===== src/rtl/uart_cmd_pkg.sv =====
// Shared constants and state encoding for the badge UART command initiator.
package uart_cmd_pkg;

  localparam int FRAME_BYTES   = 18;
  localparam int PAYLOAD_BYTES = 16;
  localparam int FRAME_BITS    = FRAME_BYTES * 8;
  localparam int PAYLOAD_BITS  = PAYLOAD_BYTES * 8;

  localparam logic [7:0] OP_SHOOTING_FLAGS = 8'h41;
  localparam logic [7:0] OP_SEND_TX        = 8'h40;
  localparam logic [7:0] OP_AES_KEY        = 8'h42;
  localparam logic [7:0] OP_AES_PT         = 8'h43;
  localparam logic [7:0] OP_PRIV_EXEC      = 8'h44;
  localparam logic [7:0] OP_DEV_ADDR       = 8'h61;
  localparam logic [7:0] OP_DEV_READ       = 8'h62;

  typedef enum logic [2:0] {
    S_IDLE,
    S_START,
    S_DATA,
    S_STOP,
    S_WAIT_RESP,
    S_DONE
  } state_e;

endpackage


===== src/rtl/uart_tx_byte.sv =====
// 8N1 byte serialiser: baud counter plus start/data/stop shifter.
module uart_tx_byte #(
  parameter int BIT_CLKS = 10752
) (
  input  logic       clk,
  input  logic       nreset,
  input  logic       start,
  input  logic [7:0] byte_in,
  output logic       line,
  output logic       tick,
  output logic       byte_done
);

  localparam int BW = (BIT_CLKS > 1) ? $clog2(BIT_CLKS) : 1;
  localparam logic [BW-1:0] BAUD_LAST = BW'(BIT_CLKS - 1);
  localparam logic [3:0] STOP_BIT = 4'd9;

  logic          active_q;
  logic [BW-1:0] baud_q;
  logic [3:0]    bit_q;
  logic [8:0]    shift_q;
  logic          line_q;

  assign tick      = active_q && (baud_q == BAUD_LAST);
  assign byte_done = tick && (bit_q == STOP_BIT);
  assign line      = line_q;

  // start may land on the byte_done cycle so bytes chain with no gap
  always_ff @(posedge clk or negedge nreset) begin
    if (!nreset) begin
      active_q <= 1'b0;
      baud_q   <= '0;
      bit_q    <= '0;
      shift_q  <= '1;
      line_q   <= 1'b1;
    end else if (start) begin
      active_q <= 1'b1;
      baud_q   <= '0;
      bit_q    <= '0;
      shift_q  <= {1'b1, byte_in};
      line_q   <= 1'b0;
    end else if (tick) begin
      baud_q <= '0;
      if (bit_q == STOP_BIT) begin
        active_q <= 1'b0;
        line_q   <= 1'b1;
      end else begin
        bit_q   <= bit_q + 4'd1;
        line_q  <= shift_q[0];
        shift_q <= {1'b1, shift_q[8:1]};
      end
    end else if (active_q) begin
      baud_q <= baud_q + 1'b1;
    end
  end

endmodule


===== src/rtl/uart_cmd_initiator.sv =====
// Badge UART command initiator: sends opcode, 16 payload bytes, opcode endchar as 8N1.
// Define CMD_RESP_WAIT_EN to also collect an 18-byte reply with an inter-byte timeout.
module uart_cmd_initiator
  import uart_cmd_pkg::*;
#(
  parameter int CLK_FREQ     = 103_340_000,
  parameter int BIT_CLKS     = 10752,
  parameter int TIMEOUT_CLKS = CLK_FREQ / 25
) (
  input  logic                    clk,
  input  logic                    nreset,
  input  logic                    cmd_valid,
  output logic                    cmd_ready,
  input  logic [7:0]              cmd_opcode,
  input  logic [PAYLOAD_BITS-1:0] cmd_payload,
  output logic                    tx,
  output logic                    busy,
  output logic                    done,
  input  logic [7:0]              rx_byte,
  input  logic                    rx_byte_valid,
  output logic [FRAME_BITS-1:0]   resp_frame,
  output logic                    resp_valid,
  output logic                    resp_timeout
);

  localparam int TW = (TIMEOUT_CLKS > 1) ? $clog2(TIMEOUT_CLKS) : 1;
  localparam logic [TW-1:0] TO_LAST = TW'(TIMEOUT_CLKS - 1);
  localparam logic [4:0] LAST_BYTE = 5'(FRAME_BYTES - 1);

  state_e                state_q;
  logic [2:0]            bit_q;
  logic [4:0]            byte_q;
  logic [FRAME_BITS-9:0] frame_q;
  logic                  busy_q;
  logic                  done_q;

  logic       accept;
  logic       next_byte;
  logic       tx_start;
  logic       tx_tick;
  logic       tx_byte_done;
  logic [7:0] tx_data;

`ifdef CMD_RESP_WAIT_EN
  logic [FRAME_BITS-1:0] resp_frame_q;
  logic [4:0]            ridx_q;
  logic [TW-1:0]         tcnt_q;
  logic                  resp_valid_q;
  logic                  resp_timeout_q;

  assign resp_frame   = resp_frame_q;
  assign resp_valid   = resp_valid_q;
  assign resp_timeout = resp_timeout_q;
`else
  logic unused_cfg;

  assign unused_cfg   = ^{rx_byte, rx_byte_valid, TO_LAST};
  assign resp_frame   = '0;
  assign resp_valid   = 1'b0;
  assign resp_timeout = 1'b0;
`endif

  assign cmd_ready = (state_q == S_IDLE);
  assign accept    = cmd_valid && cmd_ready;
  assign next_byte = (state_q == S_STOP) && tx_byte_done
                     && (byte_q != LAST_BYTE);
  assign tx_start  = accept || next_byte;
  assign tx_data   = accept ? cmd_opcode : frame_q[7:0];
  assign busy      = busy_q;
  assign done      = done_q;

  uart_tx_byte #(
    .BIT_CLKS (BIT_CLKS)
  ) u_tx (
    .clk       (clk),
    .nreset    (nreset),
    .start     (tx_start),
    .byte_in   (tx_data),
    .line      (tx),
    .tick      (tx_tick),
    .byte_done (tx_byte_done)
  );

  always_ff @(posedge clk or negedge nreset) begin
    if (!nreset) begin
      state_q <= S_IDLE;
      bit_q   <= '0;
      byte_q  <= '0;
      frame_q <= '0;
      busy_q  <= 1'b0;
      done_q  <= 1'b0;
`ifdef CMD_RESP_WAIT_EN
      resp_frame_q   <= '0;
      ridx_q         <= '0;
      tcnt_q         <= '0;
      resp_valid_q   <= 1'b0;
      resp_timeout_q <= 1'b0;
`endif
    end else begin
      done_q <= 1'b0;
`ifdef CMD_RESP_WAIT_EN
      resp_valid_q   <= 1'b0;
      resp_timeout_q <= 1'b0;
`endif
      unique case (state_q)
        S_IDLE: begin
          if (accept) begin
            // byte0 goes straight to the serialiser; endchar repeats opcode
            frame_q <= {cmd_opcode, cmd_payload};
            byte_q  <= '0;
            busy_q  <= 1'b1;
            state_q <= S_START;
          end
        end
        S_START: begin
          if (tx_tick) begin
            bit_q   <= '0;
            state_q <= S_DATA;
          end
        end
        S_DATA: begin
          if (tx_tick) begin
            if (bit_q == 3'd7) begin
              state_q <= S_STOP;
            end else begin
              bit_q <= bit_q + 3'd1;
            end
          end
        end
        S_STOP: begin
          if (tx_byte_done) begin
            if (byte_q == LAST_BYTE) begin
`ifdef CMD_RESP_WAIT_EN
              resp_frame_q <= '0;
              ridx_q       <= '0;
              tcnt_q       <= '0;
              state_q      <= S_WAIT_RESP;
`else
              done_q  <= 1'b1;
              busy_q  <= 1'b0;
              state_q <= S_DONE;
`endif
            end else begin
              byte_q  <= byte_q + 5'd1;
              frame_q <= {8'h00, frame_q[FRAME_BITS-9:8]};
              state_q <= S_START;
            end
          end
        end
        S_WAIT_RESP: begin
`ifdef CMD_RESP_WAIT_EN
          // a byte landing on the timeout cycle takes priority
          if (rx_byte_valid) begin
            resp_frame_q[{ridx_q, 3'b000} +: 8] <= rx_byte;
            ridx_q <= ridx_q + 5'd1;
            tcnt_q <= '0;
            if (ridx_q == LAST_BYTE) begin
              resp_valid_q <= 1'b1;
              done_q       <= 1'b1;
              busy_q       <= 1'b0;
              state_q      <= S_DONE;
            end
          end else if (tcnt_q == TO_LAST) begin
            resp_timeout_q <= 1'b1;
            done_q         <= 1'b1;
            busy_q         <= 1'b0;
            state_q        <= S_DONE;
          end else begin
            tcnt_q <= tcnt_q + 1'b1;
          end
`else
          state_q <= S_IDLE;
`endif
        end
        S_DONE: begin
          state_q <= S_IDLE;
        end
        default: begin
          state_q <= S_IDLE;
        end
      endcase
    end
  end

endmodule


===== config.mk =====
export PLATFORM = sky130hd
export DESIGN_NAME = uart_cmd_initiator
export DESIGN_NICKNAME = d
export VERILOG_FILES = /design/src/rtl/uart_cmd_pkg.sv /design/src/rtl/uart_tx_byte.sv /design/src/rtl/uart_cmd_initiator.sv
export SDC_FILE = /design/constraint.sdc
export NUM_CORES = 1
export LEC_CHECK = 0
export CAP_MARGIN = 30
export CORE_ASPECT_RATIO = 0.75
export CORE_UTILIZATION = 40
export DETAILED_ROUTE_END_ITERATION = 10
export MAX_ROUTING_LAYER = met4
export PLACE_DENSITY_LB_ADDON = 0.3
export SLEW_MARGIN = 15
export SYNTH_ARGS = -nofsm -noshare
export SYNTH_HDL_FRONTEND = slang
export SYNTH_SLANG_ARGS = --single-unit
export TNS_END_PERCENT = 5

===== constraint.sdc =====
create_clock -name clk -period 2.3 [get_ports clk]
set_input_delay 0.23 -clock clk [delete_from_list [all_inputs] [get_ports clk]]
set_output_delay 0.23 -clock clk [all_outputs]
set_load 0.01 [all_outputs]

==> results of run 1 <==
kinds of logic after synthesis:
| kind of cell | after synthesis | share of synthesized area |
|---|---|---|
| compound gates | 299 | 0.163 |
| buf+inv | 224 | 0.157 |
| flops | 177 | 0.458 |
| mux | 153 | 0.158 |
| simple gates | 81 | 0.0440 |
| xor+xnor | 13 | 0.0117 |
| fa+ha+maj | 7 | 0.00903 |
| other cells | 1 | 0.000386 |
cells in the mapped netlist (2+ instances only):
cell | number | area share
sky130_fd_sc_hd__xor2_1 | 9 | 0.0081
sky130_fd_sc_hd__o31ai_1 | 4 | 0.0031
sky130_fd_sc_hd__or4b_1 | 2 | 0.0021
sky130_fd_sc_hd__dfstp_2 | 9 | 0.024
sky130_fd_sc_hd__nand2_1 | 15 | 0.0058
sky130_fd_sc_hd__clkbuf_1 | 8 | 0.0031
sky130_fd_sc_hd__nor2_1 | 29 | 0.011
sky130_fd_sc_hd__nor3_1 | 5 | 0.0026
sky130_fd_sc_hd__mux2i_1 | 152 | 0.16
sky130_fd_sc_hd__dfrtp_1 | 168 | 0.43
sky130_fd_sc_hd__buf_6 | 3 | 0.0035
sky130_fd_sc_hd__nand3_1 | 7 | 0.0036
sky130_fd_sc_hd__a41oi_1 | 2 | 0.0018
sky130_fd_sc_hd__nand2b_1 | 2 | 0.0013
sky130_fd_sc_hd__nand4_1 | 6 | 0.0039
sky130_fd_sc_hd__o21ai_0 | 11 | 0.0057
sky130_fd_sc_hd__buf_4 | 160 | 0.12
sky130_fd_sc_hd__ha_1 | 7 | 0.0090
sky130_fd_sc_hd__a21oi_1 | 263 | 0.14
sky130_fd_sc_hd__a22o_1 | 7 | 0.0063
sky130_fd_sc_hd__xnor2_1 | 4 | 0.0036
sky130_fd_sc_hd__a311oi_1 | 2 | 0.0018
sky130_fd_sc_hd__and3_1 | 4 | 0.0026
sky130_fd_sc_hd__and2_1 | 2 | 0.0013
sky130_fd_sc_hd__o211ai_1 | 2 | 0.0015
sky130_fd_sc_hd__buf_2 | 45 | 0.023
sky130_fd_sc_hd__inv_1 | 7 | 0.0027
cell usage in the layout (no fill, tap or decap), types with 3 or more instances in the layout:
master and count:
sky130_fd_sc_hd__o21ai_0 11, sky130_fd_sc_hd__dfrtp_1 168, sky130_fd_sc_hd__nor2_1 29, sky130_fd_sc_hd__ha_1 7, sky130_fd_sc_hd__clkinv_2 4, sky130_fd_sc_hd__nand2_1 13, sky130_fd_sc_hd__a21oi_1 263, sky130_fd_sc_hd__nand3_1 7
sky130_fd_sc_hd__xor2_1 9, sky130_fd_sc_hd__buf_4 16, sky130_fd_sc_hd__clkbuf_16 17, sky130_fd_sc_hd__xnor2_1 4, sky130_fd_sc_hd__inv_1 7, sky130_fd_sc_hd__buf_12 12, sky130_fd_sc_hd__o31ai_1 4, sky130_fd_sc_hd__diode_2 3
sky130_fd_sc_hd__conb_1 146, sky130_fd_sc_hd__inv_6 3, sky130_fd_sc_hd__nor3_1 5, sky130_fd_sc_hd__nand4_1 6, sky130_fd_sc_hd__a22o_1 7, sky130_fd_sc_hd__dfstp_2 9, sky130_fd_sc_hd__and3_1 4, sky130_fd_sc_hd__clkdlybuf4s50_1 141
sky130_fd_sc_hd__mux2i_1 152
worst paths after layout:
check | startpoint | end | slack (ns) | cells past startpoint
worst max-delay path | u_tx.baud_q[0] | u_tx.bit_q[1] | 0.11 | 5
worst min-delay path | nreset | bit_q[1] | 0.36 | 3
worst max register to register | u_tx.baud_q[0] | u_tx.bit_q[1] | 0.11 | 5
worst min register to register | frame_q[130] | frame_q[130] | 0.50 | 1
max in group asynchronous | nreset | frame_q[87] | 1.33 | 3
min in group clk | cmd_payload[108] | frame_q[108] | 0.44 | 3
metrics by stage:
step	setup TNS [ns]	setup slack, ns	hold slack, ns
after floorplan	0	0.304	-0.0656
after global placement	0	0.0593	0.254
after detailed placement	0	0.0715	0.243
after CTS	0	0.102	0.373
after global routing	-0.00218	-0.00218	0.387
final	0	0.105	0.358
what timing repair did:
action / CTS / global route
setup endpoints to repair: 0 / 5
hold buffers: 1 / 0
resized for setup: 0 / 2
endpoints found under the hold margin: 168 / 0
sequential cells by signal, summed over array words and instances, names as in the netlist, 3 cells and up:
name / flops
frame_q: 136
byte_q: 5
bit_q: 3
u_tx.bit_q: 4
u_tx.shift_q: 8
u_tx.baud_q: 14
state_q: 3
cell type report:
cell class	count	area [µm²]
multi-input combinational	699	4310
clock buffer	20	457
inverter	7	26.3
tap	300	375
clock inverter	12	130
timing repair buffer	171	1790
sequential	177	4440
fill	2144	11900
antenna	3	7.51
power by group:
part | total (mW) | internal [mW] | switching (mW)
Clock | 2.92 | 1.66 | 1.26
Combinational | 0.505 | 0.253 | 0.252
Sequential | 3.11 | 3.11 | 0
worst reg2reg max path: stages (launching register included):
cell	delay (ns)
sky130_fd_sc_hd__dfrtp_1	0.40
sky130_fd_sc_hd__ha_1	0.20
sky130_fd_sc_hd__nand3_1	0.16
sky130_fd_sc_hd__or4b_1	0.77
sky130_fd_sc_hd__or3_1	0.43
sky130_fd_sc_hd__a21oi_1	0.15
layer usage:
layer	vias to the layer above	track usage
met5	-	-
met4	0	0.0414
met3	4	0.0591
met2	183	0.268
met1	3337	0.259
li1	3312	-
==> results.txt, run 1 <==
----------------------------------------------------
[Outcome]
  Result of the run ... finished, final reports clean

[Yosys]
  Synth cell types ... 47
  Count of flip-flops with a built-in enable after synthesis ... 0
  Cell count after synthesis ... 955
  Total standard cell area after synthesis ... 9700 µm²
  Average cell area after synthesis ... 10.2 µm²
  Synthesis Warnings ... 0
  Post-synthesis async set-or-reset flop share ... 1.00
  Post-synth top flop ... sky130_fd_sc_hd__dfrtp_1
  Number of synthesized register bits ... 177
  Register area share after synthesis ... 0.458

[Placed design]
  Final estimated routing congestion in global placement ... 0.775
  Estimated wirelength of the detail-placed design ... 15100 µm
  Cells after DPL ... 1353
  # port buffers ... 142
  Area after detailed placement ... 10900 µm²

[Routing]
  DRT antenna net count ... 0
  Number of remaining DRC errors ... 0
  Router iterations before antenna repair ... 4
  Violation count after the first detailed-routing iteration ... 489
  Vias per cell ... 4.92
  Post-detailed-route wirelength per cell ... 16.2 µm
  Highest signal layer in the routed design ... met4
  DR WL met3 ... 1500 µm
  M1 WL ... 10800 µm
  Length of routed met2 wiring ... 10200 µm
  Final wirelength ... 22600 µm
  Overall via count from detail_route ... 6836

[GRT]
  Initial antenna violation count ... 3
  Congestion Overflow GR ... 0
  Maximum number of pins on one net before global-route repair ... 118
  Number of global-route vias before repair ... 6597
  Aggregate global-route resource usage ... 0.187
  Wire length of the first global-routing pass ... 35500 µm

[Critical path]
  Critical Path AT ... 2.53 ns
  Sum of buffers and inverters on the critical path ... 0
  Cell type group with the largest total delay on the critical path ... simple AND/OR/NAND/NOR gates
  Max FO, Critical Path ... 11
  Endpoint kind of the worst setup timing path ... flop
  Biggest cell delay along the critical path ... 0.77 ns
  Category of the critical setup timing path ... reg2reg
  Worst path required time ... 2.64 ns
  Library cell contributing the largest single delay on the critical path ... sky130_fd_sc_hd__or4b_1
  Startpoint Class ... flop
  Cell Chain, Critical Path ... ha_1 > nand3_1 > or4b_1 > or3_1 > a21oi_1

[Timing]
  Clock period minus worst slack ... 2.19 ns
  Worst-margin pin slew ... 0.670 ns
  Final setup violation count ... 0
  Number of max-slew violations in the final report ... 0
  Share of the cycle needed by the critical path after routing ... 0.954
  Worst Skew ... 0.0106 ns
  Worst-case headroom to the max-slew limit ... 0.553
  RSZ-0062 raised after global routing ... true
  Final Hold Violating Endpoints ... 0
  Max Clk Rate ... 0.456 GHz

[Floorplan]
  Die outline width ... 182 µm
  Starting utilization of the core area ... 0.414
  Ports placed on the boundary ... 298
  Placement row count ... 48
  Chip height ... 137 µm
  Placeable core area ... 23400 µm²
  Die area ... 24900 µm²

[Cells and area]
  Final cell count without fillers ... 1389
  Post-route cell area ... 11500 µm²
  Proportion of layout cells with a drive suffix above 1 ... 0.0709
  Number of nets in the layout ... 1228
  Final core area utilization ... 0.493
  P&R area growth vs syn ... 18.9%

[Clock tree]
  Buffers inserted during post-CTS setup optimization ... 0
  H-tree depth ... 4
  Clock-pin slew on the worst setup and hold paths ... 0.06 ns
  Library cell used as clock root buffer ... sky130_fd_sc_hd__clkbuf_16
  TritonCTS Buffers ... 17
  CTS tree ... yes
  Worst-skew pair later-pin latency ... 0.42 ns
  Max Buffers Root-to-Sink ... 2
  Number of sinks driven by the clock tree ... 177

[Power and ir drop]
  Peak ir drop on the vdd network ... 374 µV
  Total power per unit cell area ... 567 nW/µm²
  Leakage power ... 6.28 nW
  Final Power ... 6.54 mW

[Min path]
  Worst min-delay path class ... in2async

[Job]
  Reported max-cap violation count ... 0

----------------------------------------------------
No activity file was read; power rests on OpenSTA's default activity.
==> run 2: changes to the inputs <==
- PLACE_DENSITY: default -> 0.81
- PLACE_DENSITY_LB_ADDON: 0.3 -> default
==> results.txt, run 2 (synthesis gave the netlist of run 1 again) <==
----------------------------------------------------
[Timing]
  Worst-case headroom to the max-slew limit ... 0.501 (-0.0521)
  Final setup violation count ... 0 (unchanged)
  Share of the cycle needed by the critical path after routing ... 0.956 (+0.00135)
  Final Hold Violating Endpoints ... 0 (unchanged)
  Max Clk Rate ... 0.455 GHz (-0.14%)
  Clock period minus worst slack ... 2.20 ns (+0.00310 ns)
  Worst-margin pin slew ... 0.748 ns (+0.0781 ns)
  Worst Skew ... 0.0135 ns (+0.00286 ns)
  Worst setup margin ... 0.102 ns (-0.00310 ns)
  Number of max-slew violations in the final report ... 0 (unchanged)
  RSZ-0062 raised after global routing ... false

[Critical path]
  Register-to-Register Path Depth ... 5 (unchanged)
  Max FO, Critical Path ... 11 (unchanged)
  Worst setup slack for register-to-register paths ... 0.10 ns (about the same)
  Library cell contributing the largest single delay on the critical path ... sky130_fd_sc_hd__or4b_1
  Endpoint kind of the worst setup timing path ... flop
  Worst path required time ... 2.65 ns (about the same)
  Category of the critical setup timing path ... reg2reg
  Cell Chain, Critical Path ... ha_1 > nand3_1 > or4b_1 > or3_1 > a21oi_1
  Startpoint Class ... flop
  Cell type group with the largest total delay on the critical path ... simple AND/OR/NAND/NOR gates
  Critical Path AT ... 2.54 ns (about the same)
  Start of the worst register-to-register path ... u_tx.baud_q[0]
  Sum of buffers and inverters on the critical path ... 0 (unchanged)
  Critical register-to-register path endpoint ... u_tx.bit_q[1]
  CP Depth ... 5 (unchanged)
  Biggest cell delay along the critical path ... 0.77 ns (about the same)

[Floorplan]
  Starting utilization of the core area ... 0.414 (unchanged)
  Placeable core area ... 23400 µm² (unchanged)
  Chip height ... 137 µm (unchanged)
  Die outline width ... 182 µm (unchanged)
  Ports placed on the boundary ... 298 (unchanged)
  Placement row count ... 48 (unchanged)
  Die area ... 24900 µm² (unchanged)

[Placed design]
  Estimated wirelength of the detail-placed design ... 15700 µm (+3.7%)
  Placement-stage worst setup slack ... -0.0170 ns (-0.0885 ns)
  # port buffers ... 142 (unchanged)
  Cells after DPL ... 1351 (-0.15%)
  Final estimated routing congestion in global placement ... 0.830 (+7.2%)

[Cells and area]
  Filler Cell Count ... 2100 (-2.1%)
  Largest register by flop count ... frame_q
  Final core area utilization ... 0.493 (about the same)
  Most common library cell in the layout ignoring fill and taps ... sky130_fd_sc_hd__a21oi_1
  Final cell count without fillers ... 1384 (-0.36%)
  Proportion of layout cells with a drive suffix above 1 ... 0.0692 (-0.00171)
  P&R area growth vs syn ... 18.9% (about the same)
  Number of nets in the layout ... 1226 (-0.16%)
  Commonest non-fill, non-tap cells in the layout ... sky130_fd_sc_hd__a21oi_1, sky130_fd_sc_hd__dfrtp_1, sky130_fd_sc_hd__mux2i_1
  Flip-flop count of the largest register after layout ... 136 (unchanged)
  Ant diodes ... 0 (-3)
  Top Registers ... frame_q: 136 flops, u_tx.baud_q: 14 flops, u_tx.shift_q: 8 flops

[Clock tree]
  H-tree depth ... 4 (unchanged)
  Number of sinks driven by the clock tree ... 177 (unchanged)
  Buffers inserted during post-CTS setup optimization ... 0 (unchanged)
  Max Buffers Root-to-Sink ... 2 (unchanged)
  TritonCTS Buffers ... 17 (unchanged)
  Clock-pin slew on the worst setup and hold paths ... 0.06 ns (about the same)
  CTS tree ... yes
  Library cell used as clock root buffer ... sky130_fd_sc_hd__clkbuf_16
  Worst-skew pair later-pin latency ... 0.43 ns (about the same)

[GRT]
  Maximum number of pins on one net before global-route repair ... 78 (-34%)
  Wire length of the first global-routing pass ... 35500 µm (about the same)
  Congestion Overflow GR ... 0 (unchanged)
  Number of global-route vias before repair ... 6885 (+4.4%)
  Aggregate global-route resource usage ... 0.188 (about the same)
  Initial antenna violation count ... 0 (-3)

[Outcome]
  Result of the run ... finished, final reports clean

[Power and ir drop]
  Final Power ... 6.63 mW (+1.4%)
  Leakage power ... 6.27 nW (about the same)
  Total power per unit cell area ... 575 nW/µm² (+1.4%)
  Peak ir drop on the vdd network ... 470 µV (+26%)

[Routing]
  Router iterations before antenna repair ... 5 (+1)
  DRT antenna net count ... 0 (unchanged)
  Number of remaining DRC errors ... 0 (unchanged)
  Final wirelength ... 22700 µm (+0.55%)
  Post-detailed-route wirelength per cell ... 16.4 µm (+0.91%)
  Overall via count from detail_route ... 6992 (+2.3%)
  Vias per cell ... 5.05 (+2.7%)
  Violation count after the first detailed-routing iteration ... 509 (+4.1%)

[Job]
  Reported max-cap violation count ... 0 (unchanged)

[Min path]
  Worst min-delay path class ... in2async

----------------------------------------------------
## run 2: worst max-delay path by stage
| stage | startpoint | to |
|---|---|---|
| floorplan | u_tx.baud_q[0] | frame_q[44] |
| global placement | cmd_valid | u_tx.shift_q[4] |
| detailed placement | cmd_valid | u_tx.shift_q[5] |
| CTS | u_tx.baud_q[0] | u_tx.bit_q[1] |
| global route | u_tx.baud_q[0] | u_tx.bit_q[1] |
| finish | u_tx.baud_q[0] | u_tx.bit_q[1] |
## run 2: metal layers
layer | up-vias | track usage | routed length, µm
li1 | 3304 | - | -
met1 | 3446 | 0.247 | 10100
met2 | 223 | 0.289 | 10900
met3 | 19 | 0.0490 | 1460
met4 | 0 | 0.0457 | 218
met5 | - | - | 0
## run 2: report_power, final
group          switching [mW]  internal [mW]  total (mW)
combinational           0.260          0.255       0.515
clock                    1.29           1.71        3.01
sequential                  0           3.11        3.11
## run 2: final cells by class
| type | instances | area, µm² | area share |
|---|---|---|---|
| clock buffer | 20 | 467 | 0.0404 |
| clock inverter | 12 | 146 | 0.0127 |
| inverter | 7 | 26.3 | 0.00228 |
| multi-input combinational | 699 | 4310 | 0.373 |
| sequential | 177 | 4440 | 0.385 |
| tap | 300 | 375 | 0.0325 |
| timing repair buffer | 169 | 1780 | 0.154 |
## run 2: stage by stage
stage | hold WS, ns | setup TNS, ns | area, µm²
3_5_place_dp | 0.323 | -0.0203 | 10900
4_1_cts | 0.408 | 0 | 11500
6_report | 0.409 | 0 | 11500
5_1_grt | 0.434 | 0 | 11500
2_1_floorplan | -0.0656 | 0 | 10200
3_3_place_gp | 0.319 | 0 | 10900
## run 2: what timing repair did
action | in CTS | in global routing
hold buffers | 1 | 0
setup endpoints to repair | 0 | 11
resized for setup | 0 | 1
endpoints found under the hold margin | 59 | 0
==> run 3: changes to the inputs <==
- MAX_ROUTING_LAYER: met4 -> default
- SLEW_MARGIN: 15 -> 10
==> results.txt, run 3 (synthesis gave the netlist of run 1 again) <==
----------------------------------------------------
[Clock tree]
  Number of sinks driven by the clock tree ... 177 (unchanged)
  Worst-skew pair later-pin latency ... 0.43 ns (about the same)
  CTS tree ... yes
  Max Buffers Root-to-Sink ... 2 (unchanged)
  H-tree depth ... 4 (unchanged)
  Buffers inserted during post-CTS setup optimization ... 0 (unchanged)
  TritonCTS Buffers ... 17 (unchanged)
  Library cell used as clock root buffer ... sky130_fd_sc_hd__clkbuf_16
  Clock-pin slew on the worst setup and hold paths ... 0.06 ns (about the same)

[Placed design]
  Placement-stage worst setup slack ... -0.0170 ns (unchanged)
  Final estimated routing congestion in global placement ... 0.817 (-1.6%)
  # port buffers ... 142 (unchanged)
  Estimated wirelength of the detail-placed design ... 15700 µm (unchanged)
  Area after detailed placement ... 10900 µm² (unchanged)

[Job]
  Reported max-cap violation count ... 0 (unchanged)

[Timing]
  Worst-case headroom to the max-slew limit ... 0.497 (-0.00401)
  Final Hold Violating Endpoints ... 0 (unchanged)
  Clock period minus worst slack ... 2.20 ns (+0.00372 ns)
  Number of max-slew violations in the final report ... 0 (unchanged)
  Worst-margin pin slew ... 0.754 ns (+0.00602 ns)
  Final setup violation count ... 0 (unchanged)
  RSZ-0062 raised after global routing ... false
  Worst setup margin ... 0.0985 ns (-0.00372 ns)
  Share of the cycle needed by the critical path after routing ... 0.957 (+0.00162)
  Max Clk Rate ... 0.454 GHz (-0.17%)
  Worst Skew ... 0.0117 ns (-0.00177 ns)

[GRT]
  Number of global-route vias before repair ... 6899 (+0.20%)
  Initial antenna violation count ... 0 (unchanged)
  Aggregate global-route resource usage ... 0.182 (-0.00578)
  Congestion Overflow GR ... 0 (unchanged)
  Wire length of the first global-routing pass ... 35500 µm (about the same)
  Maximum number of pins on one net before global-route repair ... 78 (unchanged)

[Cells and area]
  Area occupied by multi-input gates ... 4310 µm² (unchanged)
  Number of nets in the layout ... 1226 (unchanged)
  Filler Cell Count ... 2100 (unchanged)
  Commonest non-fill, non-tap cells in the layout ... sky130_fd_sc_hd__a21oi_1, sky130_fd_sc_hd__dfrtp_1, sky130_fd_sc_hd__mux2i_1
  Post-route cell area ... 11500 µm² (unchanged)
  Sequential cell area in the final layout ... 4440 µm² (unchanged)
  Proportion of layout cells with a drive suffix above 1 ... 0.0692 (unchanged)
  P&R area growth vs syn ... 18.9% (unchanged)
  Flip-flop count of the largest register after layout ... 136 (unchanged)
  Ant diodes ... 0 (unchanged)
  Top Registers ... frame_q: 136 flops, u_tx.baud_q: 14 flops, u_tx.shift_q: 8 flops
  Most common library cell in the layout ignoring fill and taps ... sky130_fd_sc_hd__a21oi_1
  Largest register by flop count ... frame_q

[Power and ir drop]
  Peak ir drop on the vdd network ... 468 µV (-0.30%)
  Combinational share of power ... 0.078 (about the same)
  Internal portion of total power ... 5.08 mW (about the same)
  Switching Fraction ... 0.235 (+0.000518)
  Part of the total power dissipated in sequential elements ... 0.469 (about the same)
  Switching power of the nets ... 1.56 mW (+0.29%)
  Power share of the clock group ... 0.453 (about the same)
  Leakage power ... 6.27 nW (unchanged)
  Total power per unit cell area ... 575 nW/µm² (about the same)

[Routing]
  Overall via count from detail_route ... 7001 (+0.13%)
  Final wirelength ... 22800 µm (+0.33%)
  Number of remaining DRC errors ... 0 (unchanged)
  Router iterations before antenna repair ... 5 (unchanged)
  DRT antenna net count ... 0 (unchanged)
  Violation count after the first detailed-routing iteration ... 550 (+8.1%)
  Post-detailed-route wirelength per cell ... 16.4 µm (+0.33%)
  Vias per cell ... 5.06 (+0.13%)

[Floorplan]
  Die outline width ... 182 µm (unchanged)
  Ports placed on the boundary ... 298 (unchanged)
  Starting utilization of the core area ... 0.414 (unchanged)
  Placement row count ... 48 (unchanged)
  Chip height ... 137 µm (unchanged)
  Placeable core area ... 23400 µm² (unchanged)
  Die area ... 24900 µm² (unchanged)

[Critical path]
  Endpoint kind of the worst setup timing path ... flop
  Category of the critical setup timing path ... reg2reg
  Startpoint Class ... flop
  Max FO, Critical Path ... 11 (unchanged)
  Biggest cell delay along the critical path ... 0.77 ns (about the same)
  Worst path required time ... 2.65 ns (about the same)
  Library cell contributing the largest single delay on the critical path ... sky130_fd_sc_hd__or4b_1
  Cell Chain, Critical Path ... ha_1 > nand3_1 > or4b_1 > or3_1 > a21oi_1
  Critical Path AT ... 2.55 ns (about the same)

[Min path]
  Worst min-delay path class ... in2async

[Outcome]
  Result of the run ... finished, final reports clean

----------------------------------------------------
[run 3: path summary, 6_finish.rpt]
check                      cells after the start  slack (ns)            end              from
max                                            5         0.1  u_tx.bit_q[1]    u_tx.baud_q[0]
min                                            2        0.42       bit_q[2]            nreset
max reg2reg                                    5         0.1  u_tx.bit_q[1]    u_tx.baud_q[0]
min reg2reg                                    1        0.50   frame_q[134]      frame_q[134]
max in group asynchronous                      3        1.14    frame_q[73]            nreset
min in group clk                               3        0.43   frame_q[127]  cmd_payload[127]
[run 3: area by class of cell]
cell class	instances	share of cell area
timing repair buffer	169	0.154
inverter	7	0.00228
clock buffer	20	0.0404
clock inverter	12	0.0127
multi-input combinational	699	0.373
tap	300	0.0325
sequential	177	0.385
[run 3: repair_timing]
item                       CTS  global route
hold buffers                 1             0
resized for setup            0             1
setup endpoints to repair    0            11
hold endpoints to repair    59             0
[run 3: worst max-delay path: cells and delay by family, from the launching register on]
kind	cells	cell delay, ns
AO/OA/AOI/OAI	1	0.15
AND/OR/NAND/NOR	3	1.36
flip-flops	1	0.40
adder cells (fa/ha/maj)	1	0.21
[run 3: routing by layer]
| metal | GRT usage | wire length (µm) |
|---|---|---|
| met1 | 0.242 | 10200 |
| met2 | 0.290 | 10900 |
| met3 | 0.0543 | 1470 |
| met4 | 0.0457 | 202 |
| met5 | 0 | 0 |
[run 3: through the flow]
stage | setup TNS, ns | util | hold WS (ns) | total power [mW] | cells
final | 0 | 0.493 | 0.416 | 6.64 | 1384
after global routing | 0 | 0.493 | 0.434 | 6.86 | 1384
after CTS | 0 | 0.493 | 0.408 | 6.71 | 1384
after detailed placement | -0.0203 | 0.466 | 0.323 | 3.68 | 1351
after global placement | 0 | 0.466 | 0.319 | 3.68 | 1351
after floorplan | 0 | - | -0.0656 | 3.52 | 1100
[run 3: power groups by stage]
stage	Clock, mW	Combinational [mW]	Sequential (mW)
after floorplan	0	0.352	3.17
after global placement	0	0.508	3.17
after detailed placement	0	0.511	3.17
after CTS	3.08	0.515	3.11
after global routing	3.18	0.568	3.11
final	3.01	0.516	3.11
